## src/rtl/pc_sequencer_pkg.sv

```systemverilog
// Shared CPU package: PC sequencer state encodings and reset-vector default.
package pc_sequencer_pkg;

  typedef enum logic [1:0] {
    ST_RUN     = 2'd0,
    ST_STALLED = 2'd1,
    ST_HALTED  = 2'd2
  } pc_state_e;

  localparam logic [31:0] RESET_PC_DEFAULT = 32'h0000_0000;
  localparam logic [31:0] PC_STEP          = 32'd4;

endpackage

```

## src/rtl/pc_sequencer_next_pc_sel.sv

```systemverilog
// Combinational next-PC selection: pc+4, branch adder, priority mux
// (jr > jump > branch > sequential) and word-alignment check.
module next_pc_sel
  import pc_sequencer_pkg::*;
(
  input  logic [31:0] pc,
  input  logic        branch_taken,
  input  logic [31:0] branch_offset,
  input  logic        jump,
  input  logic [31:0] pc_jump,
  input  logic        jr,
  input  logic [31:0] reg_target,
  output logic [31:0] pc_plus4,
  output logic [31:0] target,
  output logic        misalign
);

  function automatic logic [31:0] branch_target(input logic [31:0] base,
                                                input logic signed [31:0] off);
    logic signed [31:0] off_words;
    off_words = off <<< 2;
    return base + off_words;
  endfunction

  logic chk_align;

  assign pc_plus4 = pc + PC_STEP;

  // Jump targets are aligned by construction, so only jr/branch are checked.
  always_comb begin
    target    = pc_plus4;
    chk_align = 1'b0;
    if (jr) begin
      target    = reg_target;
      chk_align = 1'b1;
    end else if (jump) begin
      target = pc_jump;
    end else if (branch_taken) begin
      target    = branch_target(pc_plus4, branch_offset);
      chk_align = 1'b1;
    end
  end

  assign misalign = chk_align && (target[1:0] != 2'b00);

endmodule

```

## src/rtl/pc_sequencer.sv

```systemverilog
// Program-counter sequencer: RUN/STALLED/HALTED FSM owning the PC,
// retired-instruction counter and sticky misalignment flag.
module pc_sequencer
  import pc_sequencer_pkg::*;
#(
  parameter logic [31:0] RESET_PC = RESET_PC_DEFAULT
) (
  input  logic        clk,
  input  logic        rst,
  input  logic        stall,
  input  logic        halt_req,
  input  logic        branch_taken,
  input  logic [31:0] branch_offset,
  input  logic        jump,
  input  logic [31:0] pc_jump,
  input  logic        jr,
  input  logic [31:0] reg_target,
  output logic [31:0] pc,
  output logic [31:0] pc_plus4,
  output logic [1:0]  state,
  output logic        misalign,
  output logic [31:0] inst_count
);

  pc_state_e   state_q;
  logic [31:0] pc_q;
  logic [31:0] cnt_q;
  logic        misalign_q;
  logic [31:0] target_d;
  logic        misalign_d;

  next_pc_sel u_sel (
    .pc            (pc_q),
    .branch_taken  (branch_taken),
    .branch_offset (branch_offset),
    .jump          (jump),
    .pc_jump       (pc_jump),
    .jr            (jr),
    .reg_target    (reg_target),
    .pc_plus4      (pc_plus4),
    .target        (target_d),
    .misalign      (misalign_d)
  );

  // halt_req outranks stall; a misaligned target halts without moving the PC.
  always_ff @(posedge clk) begin
    if (rst) begin
      state_q    <= ST_RUN;
      pc_q       <= RESET_PC;
      cnt_q      <= '0;
      misalign_q <= 1'b0;
    end else begin
      case (state_q)
        ST_RUN, ST_STALLED: begin
          if (halt_req) begin
            state_q <= ST_HALTED;
          end else if (stall) begin
            state_q <= ST_STALLED;
          end else if (misalign_d) begin
            misalign_q <= 1'b1;
            state_q    <= ST_HALTED;
          end else begin
            pc_q    <= target_d;
            cnt_q   <= cnt_q + 32'd1;
            state_q <= ST_RUN;
          end
        end
        ST_HALTED: state_q <= ST_HALTED;
        default:   state_q <= ST_HALTED;
      endcase
    end
  end

  assign pc         = pc_q;
  assign state      = state_q;
  assign misalign   = misalign_q;
  assign inst_count = cnt_q;

endmodule

```

## config.mk

```make
export PLATFORM = sky130hd
export DESIGN_NAME = pc_sequencer
export DESIGN_NICKNAME = d
export VERILOG_FILES = /design/src/rtl/pc_sequencer_pkg.sv /design/src/rtl/pc_sequencer_next_pc_sel.sv /design/src/rtl/pc_sequencer.sv
export SDC_FILE = /design/constraint.sdc
export NUM_CORES = 1
export LEC_CHECK = 0
export BUFFER_PORTS_ARGS = -buffer_cell sky130_fd_sc_hd__buf_2
export CAP_MARGIN = 5
export CELL_PAD_IN_SITES_DETAIL_PLACEMENT = 1
export CELL_PAD_IN_SITES_GLOBAL_PLACEMENT = 1
export CORE_UTILIZATION = 39
export CTS_CLUSTER_SIZE = 40
export DETAILED_ROUTE_END_ITERATION = 12
export GPL_ROUTABILITY_DRIVEN = 0
export GPL_TIMING_DRIVEN = 0
export MAX_ROUTING_LAYER = met4
export PLACE_DENSITY = 0.95
export SYNTH_ARGS = -nofsm -noshare
export SYNTH_HDL_FRONTEND = slang
export SYNTH_SLANG_ARGS = --single-unit
```

## constraint.sdc

```tcl
create_clock -name clk -period 6.5 [get_ports clk]
set_clock_uncertainty 0.1 [all_clocks]
set_input_delay 0.325 -clock clk [delete_from_list [all_inputs] [get_ports clk]]
set_output_delay 0.325 -clock clk [all_outputs]
set_load 0.03 [all_outputs]
```

==> impl_table.tex, run 1 <==
\begin{tabular}{lr}
\hline
Metric & Value \\
\hline
\multicolumn{2}{l}{\textbf{Logic synthesis}} \\
\quad Synthesized Nets & 907 \\
\quad Combined area of all synthesized cells & 0.00582 mm² \\
\quad Gate Count Post-Synth & 766 \\
\quad Synthesis-stage register bit count & 67 \\
\quad Count of flip-flops with a built-in enable after synthesis & 0 \\
\quad Fraction of synthesis flops using an asynchronous set or reset pin & 0\% \\
\quad Most used flip-flop cell after synthesis & sky130\_fd\_sc\_hd\_\_dfxtp\_1 \\
\quad Sequential cell area fraction in the yosys report & 23.0\% \\
\quad Yosys Warn Count & 0 \\
\quad Syn Area/Cell & 7.60 µm² \\
\quad Number of library cell types mapped by synthesis & 76 \\
\multicolumn{2}{l}{\textbf{Floorplan}} \\
\quad Die boundary height & 124 µm \\
\quad Full die area & 0.0154 mm² \\
\quad Ports & 202 \\
\quad Num rows & 44 \\
\quad Width of the die & 124 µm \\
\quad Area of the core & 0.0145 mm² \\
\quad Starting utilization of the core area & 40.0\% \\
\multicolumn{2}{l}{\textbf{Critical path}} \\
\quad Buf+Inv Stages, Crit Path & 3 \\
\quad Maximum fanout along the worst path & 8 \\
\quad Type of the setup path with the least slack & reg2reg \\
\quad Worst-case reg-to-reg path depth & 16 \\
\quad Cell occurring most often along the worst timing path & sky130\_fd\_sc\_hd\_\_nand2\_1 \\
\quad CP delay by family, top & compound AO/OA/AOI/OAI gates \\
\quad Startpoint type of the worst setup path & flip-flop \\
\quad Critical path endpoint category & flip-flop \\
\quad Biggest cell delay along the critical path & 0.74 ns \\
\quad Worst-case register-to-register setup slack & 1.42 ns \\
\quad Critical path cell sequence & clkbuf\_1 -> and4\_1 -> nand2\_1 -> nor3\_1 -> nand2\_1 -> xnor2\_1 -> ha\_1 -> buf\_2 -> a21o\_1 -> o21bai\_1 -> a221o\_1 -> a21oi\_2 -> inv\_1 -> a2111o\_1 -> a22o\_1 -> a221oi\_1 \\
\quad Cell with the largest stage delay on the worst path & sky130\_fd\_sc\_hd\_\_nor3\_1 \\
\quad Worst EP arrival & 5.23 ns \\
\quad FF-to-FF End & pc[31] \\
\quad Required time worst endpoint & 6.64 ns \\
\quad Startpoint of the worst-slack reg-to-reg timing path & pc[4] \\
\multicolumn{2}{l}{\textbf{Drt}} \\
\quad 1st-iter DRT viols & 492 \\
\quad Final ANT Viol Nets & 0 \\
\quad WL final & 25800 µm \\
\quad DRC violations left & 0 \\
\quad Routed via count divided by cell count & 6.25 \\
\quad First-pass detailed-route iteration total & 5 \\
\quad Overall via count from detail\_route & 7290 \\
\quad Routed wire per std cell & 22.2 µm \\
\multicolumn{2}{l}{\textbf{CTS}} \\
\quad Clock sink count & 67 \\
\quad Number of setup buffers added after CTS & 0 \\
\quad Post\_cts resized & 0 \\
\quad H-tree lvl count & 3 \\
\quad \# hold bufs at CTS & 0 \\
\quad CTS max path bufs & 2 \\
\quad Clock latency at the later pin of the worst-skew pair & 0.34 ns \\
\quad Clock buffer count from CTS & 9 \\
\quad Worst-path clk slew & 0.07 ns \\
\quad Buffer cell driving the clock tree root & sky130\_fd\_sc\_hd\_\_clkbuf\_16 \\
\quad TritonCTS clock tree & built \\
\multicolumn{2}{l}{\textbf{STA}} \\
\quad Final min period & 5.08 ns \\
\quad Hold\_ws & 0.0960 ns \\
\quad Part of the cycle the worst path needs & 78.2\% \\
\quad Count of final hold-check violations & 0 \\
\quad Slew margin rel. & 37.2\% \\
\quad Endpoints failing setup & 0 \\
\quad Slew of the pin with the lowest slew margin & 0.937 ns \\
\quad Final slew viol count & 0 \\
\quad Final setup TNS & 0 ns \\
\quad Unrepaired setup endpoints after global routing & no \\
\quad Maximum achievable frequency & 197 MHz \\
\multicolumn{2}{l}{\textbf{Global routing}} \\
\quad Maximum number of pins on one net before global-route repair & 13 \\
\quad Total gr overflow & 0 \\
\quad Total routing usage reported by global routing & 34.7\% \\
\quad First-pass GRT wire length & 39300 µm \\
\quad Via count of the first global-routing pass & 7281 \\
\quad Antenna violations before repair & 2 \\
\multicolumn{2}{l}{\textbf{Pwr}} \\
\quad Worst IR drop on VDD & 0.151 mV \\
\quad Leakage power & 3.52 nW \\
\quad Overall power of the completed layout & 1.32 mW \\
\quad Pwr/cell area & 180 mW/mm² \\
\multicolumn{2}{l}{\textbf{Layout}} \\
\quad NumNets Final & 1115 \\
\quad Total non-filler cell area in the finished layout & 0.00734 mm² \\
\quad Ratio of cells with drive above 1 in the final layout & 24.1\% \\
\quad Final-layout fill cell count & 1898 \\
\quad Area growth syn-to-layout & 26.1\% \\
\multicolumn{2}{l}{\textbf{Min path}} \\
\quad Hold wc startpoint & halt\_req \\
\quad Type of the tightest min-delay check & in2reg \\
\quad Worst hold path depth & 2 \\
\quad WHS Endpoint & state[0] \\
\multicolumn{2}{l}{\textbf{Place}} \\
\quad HPWL Detailed & 19800 µm \\
\quad Number of buffers added on ports & 197 \\
\quad Placement Cell Area & 0.00704 mm² \\
\multicolumn{2}{l}{\textbf{Outcome}} \\
\quad Run status & finished, final reports clean \\
\multicolumn{2}{l}{\textbf{Job}} \\
\quad Max-capacitance violation count & 0 \\
\hline
\end{tabular}
[synthesized netlist by cell type, types with 4 or more instances]
library cell,number,area [µm²]
sky130_fd_sc_hd__a221oi_1,4,35.0
sky130_fd_sc_hd__nand3_1,29,145
sky130_fd_sc_hd__and4_1,10,87.6
sky130_fd_sc_hd__a31oi_1,5,31.3
sky130_fd_sc_hd__a21boi_0,4,30.0
sky130_fd_sc_hd__o221ai_1,6,52.6
sky130_fd_sc_hd__nor2_1,87,327
sky130_fd_sc_hd__nor4_1,4,25.0
sky130_fd_sc_hd__xnor2_1,41,359
sky130_fd_sc_hd__buf_2,5,25.0
sky130_fd_sc_hd__dfxtp_1,67,1340
sky130_fd_sc_hd__and2_1,6,37.5
sky130_fd_sc_hd__ha_1,37,463
sky130_fd_sc_hd__a21o_1,20,150
sky130_fd_sc_hd__clkbuf_1,28,105
sky130_fd_sc_hd__inv_1,19,71.3
sky130_fd_sc_hd__mux2i_1,8,80.1
sky130_fd_sc_hd__xor2_1,33,289
sky130_fd_sc_hd__nand2_1,78,293
sky130_fd_sc_hd__a211o_1,4,35.0
sky130_fd_sc_hd__o21a_1,9,67.6
sky130_fd_sc_hd__o21bai_1,4,30.0
sky130_fd_sc_hd__o22ai_1,10,62.6
sky130_fd_sc_hd__a21oi_1,55,275
sky130_fd_sc_hd__o21ai_0,29,145
sky130_fd_sc_hd__o211ai_1,9,67.6
sky130_fd_sc_hd__nand4_1,19,119
sky130_fd_sc_hd__a41oi_1,5,43.8
sky130_fd_sc_hd__buf_1,5,18.8
sky130_fd_sc_hd__a211oi_1,18,135
sky130_fd_sc_hd__nor3_1,18,90.1
sky130_fd_sc_hd__and3_1,21,131
sky130_fd_sc_hd__or3_1,5,31.3
[placed cells by master, fill, tap and decap left out, types with 4 or more instances in the layout]
cell and instances:
sky130_fd_sc_hd__ha_1 37, sky130_fd_sc_hd__o21a_1 9, sky130_fd_sc_hd__a221oi_1 4, sky130_fd_sc_hd__and4_1 10, sky130_fd_sc_hd__nor4_1 4, sky130_fd_sc_hd__xnor2_1 41, sky130_fd_sc_hd__buf_1 5, sky130_fd_sc_hd__mux2i_1 8
sky130_fd_sc_hd__a31oi_1 5, sky130_fd_sc_hd__o221ai_1 6, sky130_fd_sc_hd__o211ai_1 9, sky130_fd_sc_hd__o22ai_1 10, sky130_fd_sc_hd__xor2_1 33, sky130_fd_sc_hd__a21o_1 20, sky130_fd_sc_hd__nor3_1 18, sky130_fd_sc_hd__inv_1 19
sky130_fd_sc_hd__clkbuf_1 29, sky130_fd_sc_hd__and2_1 6, sky130_fd_sc_hd__nand4_1 19, sky130_fd_sc_hd__a21oi_1 55, sky130_fd_sc_hd__nor2_1 87, sky130_fd_sc_hd__o21ai_0 29, sky130_fd_sc_hd__nand3_1 29, sky130_fd_sc_hd__a41oi_1 5
sky130_fd_sc_hd__nand2_1 78, sky130_fd_sc_hd__dfxtp_1 67, sky130_fd_sc_hd__o21bai_1 4, sky130_fd_sc_hd__buf_2 202, sky130_fd_sc_hd__a211oi_1 18, sky130_fd_sc_hd__a211o_1 4, sky130_fd_sc_hd__or3_1 5, sky130_fd_sc_hd__a21boi_0 4
sky130_fd_sc_hd__and3_1 21, sky130_fd_sc_hd__clkbuf_16 9
[per-stage QoR]
step                      utilization (%)  cells  worst slack (ns)
final                                50.5   1166              1.42
after global placement               48.4   1147              1.68
after floorplan                         -    766              1.84
after global routing                 50.5   1165              1.12
after CTS                            50.4   1163              1.50
after detailed placement             48.4   1147              1.55
[report_power, final]
part,internal (mW),switching [mW]
Combinational,0.131,0.242
Clock,0.298,0.207
Sequential,0.422,0.0177
Total,0.852,0.467
[cells by family after synthesis]
family	share of synthesized area [%]
and+or+nand+nor	26.2
AOI/OAI and AO/OA	25.0
xor gates and xnor gates	11.1
DFF	23.0
adders and majority gates	8.30
buffers and inverters	4.56
muxes	1.76
[how the worst max path moves through the flow]
stage | slack, ns | start | endpoint | cells after the start
3_5_place_dp | 1.55 | pc[4] | pc[31] | 16
4_1_cts | 1.50 | pc[4] | pc[31] | 16
5_1_grt | 1.12 | pc[4] | pc[31] | 16
2_1_floorplan | 1.84 | pc[2] | pc[31] | 16
3_3_place_gp | 1.68 | pc[4] | pc[31] | 16
6_report | 1.42 | pc[4] | pc[31] | 16
[registers in the layout, indices dropped and copies added, names as in the netlist]
signal	count
state	2
misalign	1
inst_count	32
pc	32
[area by class of cell]
cell class / count / area, µm² / share of cell area [%]
sequential: 67 / 1340 / 18.3
clock buffer: 10 / 229 / 3.12
clock inverter: 6 / 66.3 / 0.904
antenna: 3 / 7.51 / 0.102
timing repair buffer: 197 / 986 / 13.4
tap: 184 / 230 / 3.14
inverter: 20 / 75.1 / 1.02
buffer: 42 / 190 / 2.59
multi-input combinational: 637 / 4210 / 57.4
[layer usage]
metal / track usage (%) / wire length (µm)
met5: - / 0
met4: 20.5 / 1400
met3: 5.59 / 2190
met2: 53.7 / 11700
met1: 42.4 / 10500
No activity file was read; power rests on OpenSTA's default activity.
==> run 2: changes to the inputs <==
--- a/config.mk
+++ b/config.mk
@@ -9,13 +9,13 @@
 export CAP_MARGIN = 5
 export CELL_PAD_IN_SITES_DETAIL_PLACEMENT = 1
 export CELL_PAD_IN_SITES_GLOBAL_PLACEMENT = 1
-export CORE_UTILIZATION = 39
+export CORE_UTILIZATION = 33
 export CTS_CLUSTER_SIZE = 40
 export DETAILED_ROUTE_END_ITERATION = 12
 export GPL_ROUTABILITY_DRIVEN = 0
 export GPL_TIMING_DRIVEN = 0
 export MAX_ROUTING_LAYER = met4
-export PLACE_DENSITY = 0.95
+export PLACE_DENSITY = 0.87
 export SYNTH_ARGS = -nofsm -noshare
 export SYNTH_HDL_FRONTEND = slang
 export SYNTH_SLANG_ARGS = --single-unit
==> constraint.sdc (replaced) <==
create_clock -name clk -period 4.5 [get_ports clk]
set_clock_uncertainty 0.1 [all_clocks]
set_input_delay 0.225 -clock clk [delete_from_list [all_inputs] [get_ports clk]]
set_output_delay 0.225 -clock clk [all_outputs]
set_load 0.03 [all_outputs]
==> run 2 against run 1 <==
Net effect: first-iteration DRC count decreased by 2.8%; global-route usage fell by 5.2 points; clock power is 66% higher; worst hold slack worse by 0.051 ns; core utilization shrank 6.9 points; via count decreased by 2.0%; maximum frequency is 15% higher; die area grew 18%; total power rose by 53%; largest power group unchanged.
==> impl_table.tex, run 2 (synthesis results as in run 1) <==
\begin{tabular}{lr}
\hline
Metric & Value \\
\hline
\multicolumn{2}{l}{\textbf{Critical path}} \\
\quad Type of the setup path with the least slack & reg2reg \\
\quad Required time worst endpoint & 4.65 ns (-1.99 ns) \\
\quad Worst-case register-to-register setup slack & 0.09 ns (-1.32 ns) \\
\quad Worst EP arrival & 4.55 ns (-0.68 ns) \\
\quad FF-to-FF End & pc[31] \\
\quad Critical path endpoint category & flip-flop \\
\quad Maximum fanout along the worst path & 7 (-1) \\
\quad Worst-case reg-to-reg path depth & 13 (-3) \\
\quad Critical path cell sequence & and4\_1 -> and4\_2 -> and3\_1 -> xor2\_2 -> ha\_1 -> nand3\_1 -> o22ai\_1 -> or3\_1 -> o21ai\_1 -> nand2\_1 -> a2111o\_1 -> a22o\_1 -> a221oi\_1 \\
\quad Biggest cell delay along the critical path & 0.52 ns (-0.22 ns) \\
\quad Startpoint of the worst-slack reg-to-reg timing path & pc[7] \\
\quad Cell with the largest stage delay on the worst path & sky130\_fd\_sc\_hd\_\_dfxtp\_1 \\
\quad Startpoint type of the worst setup path & flip-flop \\
\multicolumn{2}{l}{\textbf{Min path}} \\
\quad Worst hold path depth & 3 (+1) \\
\quad Hold wc startpoint & pc\_jump[21] \\
\quad Type of the tightest min-delay check & in2reg \\
\quad WHS Endpoint & pc[21] \\
\multicolumn{2}{l}{\textbf{STA}} \\
\quad Final slew viol count & 0 (unchanged) \\
\quad Final setup TNS & 0 ns (unchanged) \\
\quad Count of final hold-check violations & 0 (unchanged) \\
\quad Part of the cycle the worst path needs & 97.9\% (+20 points) \\
\quad Final min period & 4.41 ns (-0.678 ns) \\
\quad Slew margin rel. & 40.5\% (+3.3 points) \\
\quad Maximum achievable frequency & 227 MHz (+15\%) \\
\quad Endpoints failing setup & 0 (unchanged) \\
\quad Unrepaired setup endpoints after global routing & yes \\
\quad Slew of the pin with the lowest slew margin & 0.888 ns (-0.0489 ns) \\
\multicolumn{2}{l}{\textbf{Global routing}} \\
\quad Antenna violations before repair & 3 (+1) \\
\quad Maximum number of pins on one net before global-route repair & 13 (unchanged) \\
\quad First-pass GRT wire length & 39700 µm (+1.1\%) \\
\quad Total routing usage reported by global routing & 29.5\% (-5.2 points) \\
\quad Via count of the first global-routing pass & 7221 (-0.82\%) \\
\quad Total gr overflow & 0 (unchanged) \\
\multicolumn{2}{l}{\textbf{Job}} \\
\quad Max-capacitance violation count & 0 (unchanged) \\
\multicolumn{2}{l}{\textbf{Layout}} \\
\quad Most common cell after layout, fill and taps aside & sky130\_fd\_sc\_hd\_\_buf\_2 \\
\quad Area growth syn-to-layout & 29.1\% \\
\quad Most frequent cells in the layout & sky130\_fd\_sc\_hd\_\_buf\_2, sky130\_fd\_sc\_hd\_\_nor2\_1, sky130\_fd\_sc\_hd\_\_nand2\_1 \\
\quad NumNets Final & 1116 (+0.090\%) \\
\quad Ratio of cells with drive above 1 in the final layout & 25.4\% (+1.3 points) \\
\quad Total non-filler cell area in the finished layout & 0.00752 mm² (+2.4\%) \\
\multicolumn{2}{l}{\textbf{Drt}} \\
\quad 1st-iter DRT viols & 478 (-2.8\%) \\
\quad WL final & 26400 µm (+2.4\%) \\
\quad DRC violations left & 0 (unchanged) \\
\quad Final ANT Viol Nets & 0 (unchanged) \\
\quad Overall via count from detail\_route & 7142 (-2.0\%) \\
\quad Routed via count divided by cell count & 5.92 (-5.4\%) \\
\quad Routed wire per std cell & 21.9 µm (-1.1\%) \\
\quad First-pass detailed-route iteration total & 5 (unchanged) \\
\multicolumn{2}{l}{\textbf{CTS}} \\
\quad Clock latency at the later pin of the worst-skew pair & 0.34 ns (about the same) \\
\quad CTS max path bufs & 2 (unchanged) \\
\quad Buffer cell driving the clock tree root & sky130\_fd\_sc\_hd\_\_clkbuf\_16 \\
\quad H-tree lvl count & 3 (unchanged) \\
\quad Worst-path clk slew & 0.06 ns (about the same) \\
\quad Clock sink count & 67 (unchanged) \\
\quad TritonCTS clock tree & built \\
\quad Clock buffer count from CTS & 9 (unchanged) \\
\multicolumn{2}{l}{\textbf{Floorplan}} \\
\quad Width of the die & 135 µm (+8.6\%) \\
\quad Ports & 202 (unchanged) \\
\quad Starting utilization of the core area & 33.8\% (-6.3 points) \\
\quad Num rows & 48 (+9.1\%) \\
\quad Die boundary height & 135 µm (+8.6\%) \\
\quad Full die area & 0.0182 mm² (+18\%) \\
\quad Area of the core & 0.0172 mm² (+19\%) \\
\multicolumn{2}{l}{\textbf{Pwr}} \\
\quad Pwr/cell area & 269 mW/mm² (+49\%) \\
\quad Combinational Power Share & 26.7\% (-1.6 points) \\
\quad Worst IR drop on VDD & 0.190 mV (+26\%) \\
\quad Internal power summed over all cells & 1.34 mW (+57\%) \\
\quad Switching fraction of total power & 33.5\% (-1.9 points) \\
\quad Sequential cell fraction of total power & 31.7\% (-1.7 points) \\
\quad Net load switching power & 677 µW (+45\%) \\
\quad Clock group share of total power & 41.6\% (+3.3 points) \\
\quad Leakage power & 3.59 nW (+2.1\%) \\
\multicolumn{2}{l}{\textbf{Outcome}} \\
\quad Run status & finished, final reports clean \\
\multicolumn{2}{l}{\textbf{Place}} \\
\quad HPWL Detailed & 19900 µm (+0.45\%) \\
\quad Placement Cell Area & 0.00710 mm² (+0.94\%) \\
\quad Number of buffers added on ports & 197 (unchanged) \\
\hline
\end{tabular}
run 2: layout make-up:
type | instances | area [µm²]
clock buffer | 9 | 225
fill | 2223 | 9720
inverter | 20 | 75.1
multi-input combinational | 637 | 4260
tap | 225 | 282
antenna | 3 | 7.51
clock inverter | 6 | 115
buffer | 41 | 186
timing repair buffer | 199 | 1020
sequential | 67 | 1350
run 2: through the flow:
stage / util (%) / hold WS (ns) / cells / power [mW] / setup WS, ns
floorplan: - / 0.202 / 766 / 0.981 / 0.0587
global placement: 41.2 / 0.344 / 1188 / 1.16 / -0.485
detailed placement: 41.2 / 0.352 / 1188 / 1.17 / -0.664
CTS: 43.4 / 0.0451 / 1204 / 2.00 / 0.0296
global route: 43.6 / 0.0587 / 1207 / 2.08 / -0.0119
finish: 43.6 / 0.0450 / 1207 / 2.02 / 0.0943
run 2: how the worst max path moves through the flow:
stage,startpoint,to,slack (ns),cells past startpoint
final,pc[7],pc[31],0.09,13
after global routing,pc[2],pc[31],-0.01,17
after CTS,pc[7],pc[31],0.03,13
after detailed placement,pc[4],pc[31],-0.66,16
after global placement,pc[4],pc[31],-0.48,16
after floorplan,pc[2],pc[31],0.06,16
run 2: worst max-delay path, delay by kind of cell, from the launching register on:
family                     cells  cell delay [ns]
xor gates and xnor gates       1             0.28
DFF                            1             0.52
AOI/OAI and AO/OA              5             1.30
and+or+nand+nor                6             1.77
adders and majority gates      1             0.32
run 2: metal layers:
metal,wire [µm],part of all wire [%],track usage [%]
met5,0,0,-
met4,1430,5.4,18.4
met3,1790,6.8,3.45
met2,12200,46,45.9
met1,11100,42,36.3
run 2: repair_timing:
item | CTS | global route
hold endpoints to repair | 1 | 0
endpoints found under the setup margin | 6 | 3
setup buffers | 1 | 0
gates resized for setup | 3 | 9
pin swaps | 1 | 0
hold buffers | 1 | 0
run 2: power by group through the flow:
stage | Combinational [mW] | Sequential (mW) | Clock (mW)
2_1_floorplan | 0.307 | 0.674 | 0
3_3_place_gp | 0.512 | 0.648 | 0
3_5_place_dp | 0.522 | 0.650 | 0
4_1_cts | 0.527 | 0.637 | 0.839
5_1_grt | 0.577 | 0.641 | 0.858
6_report | 0.540 | 0.639 | 0.839
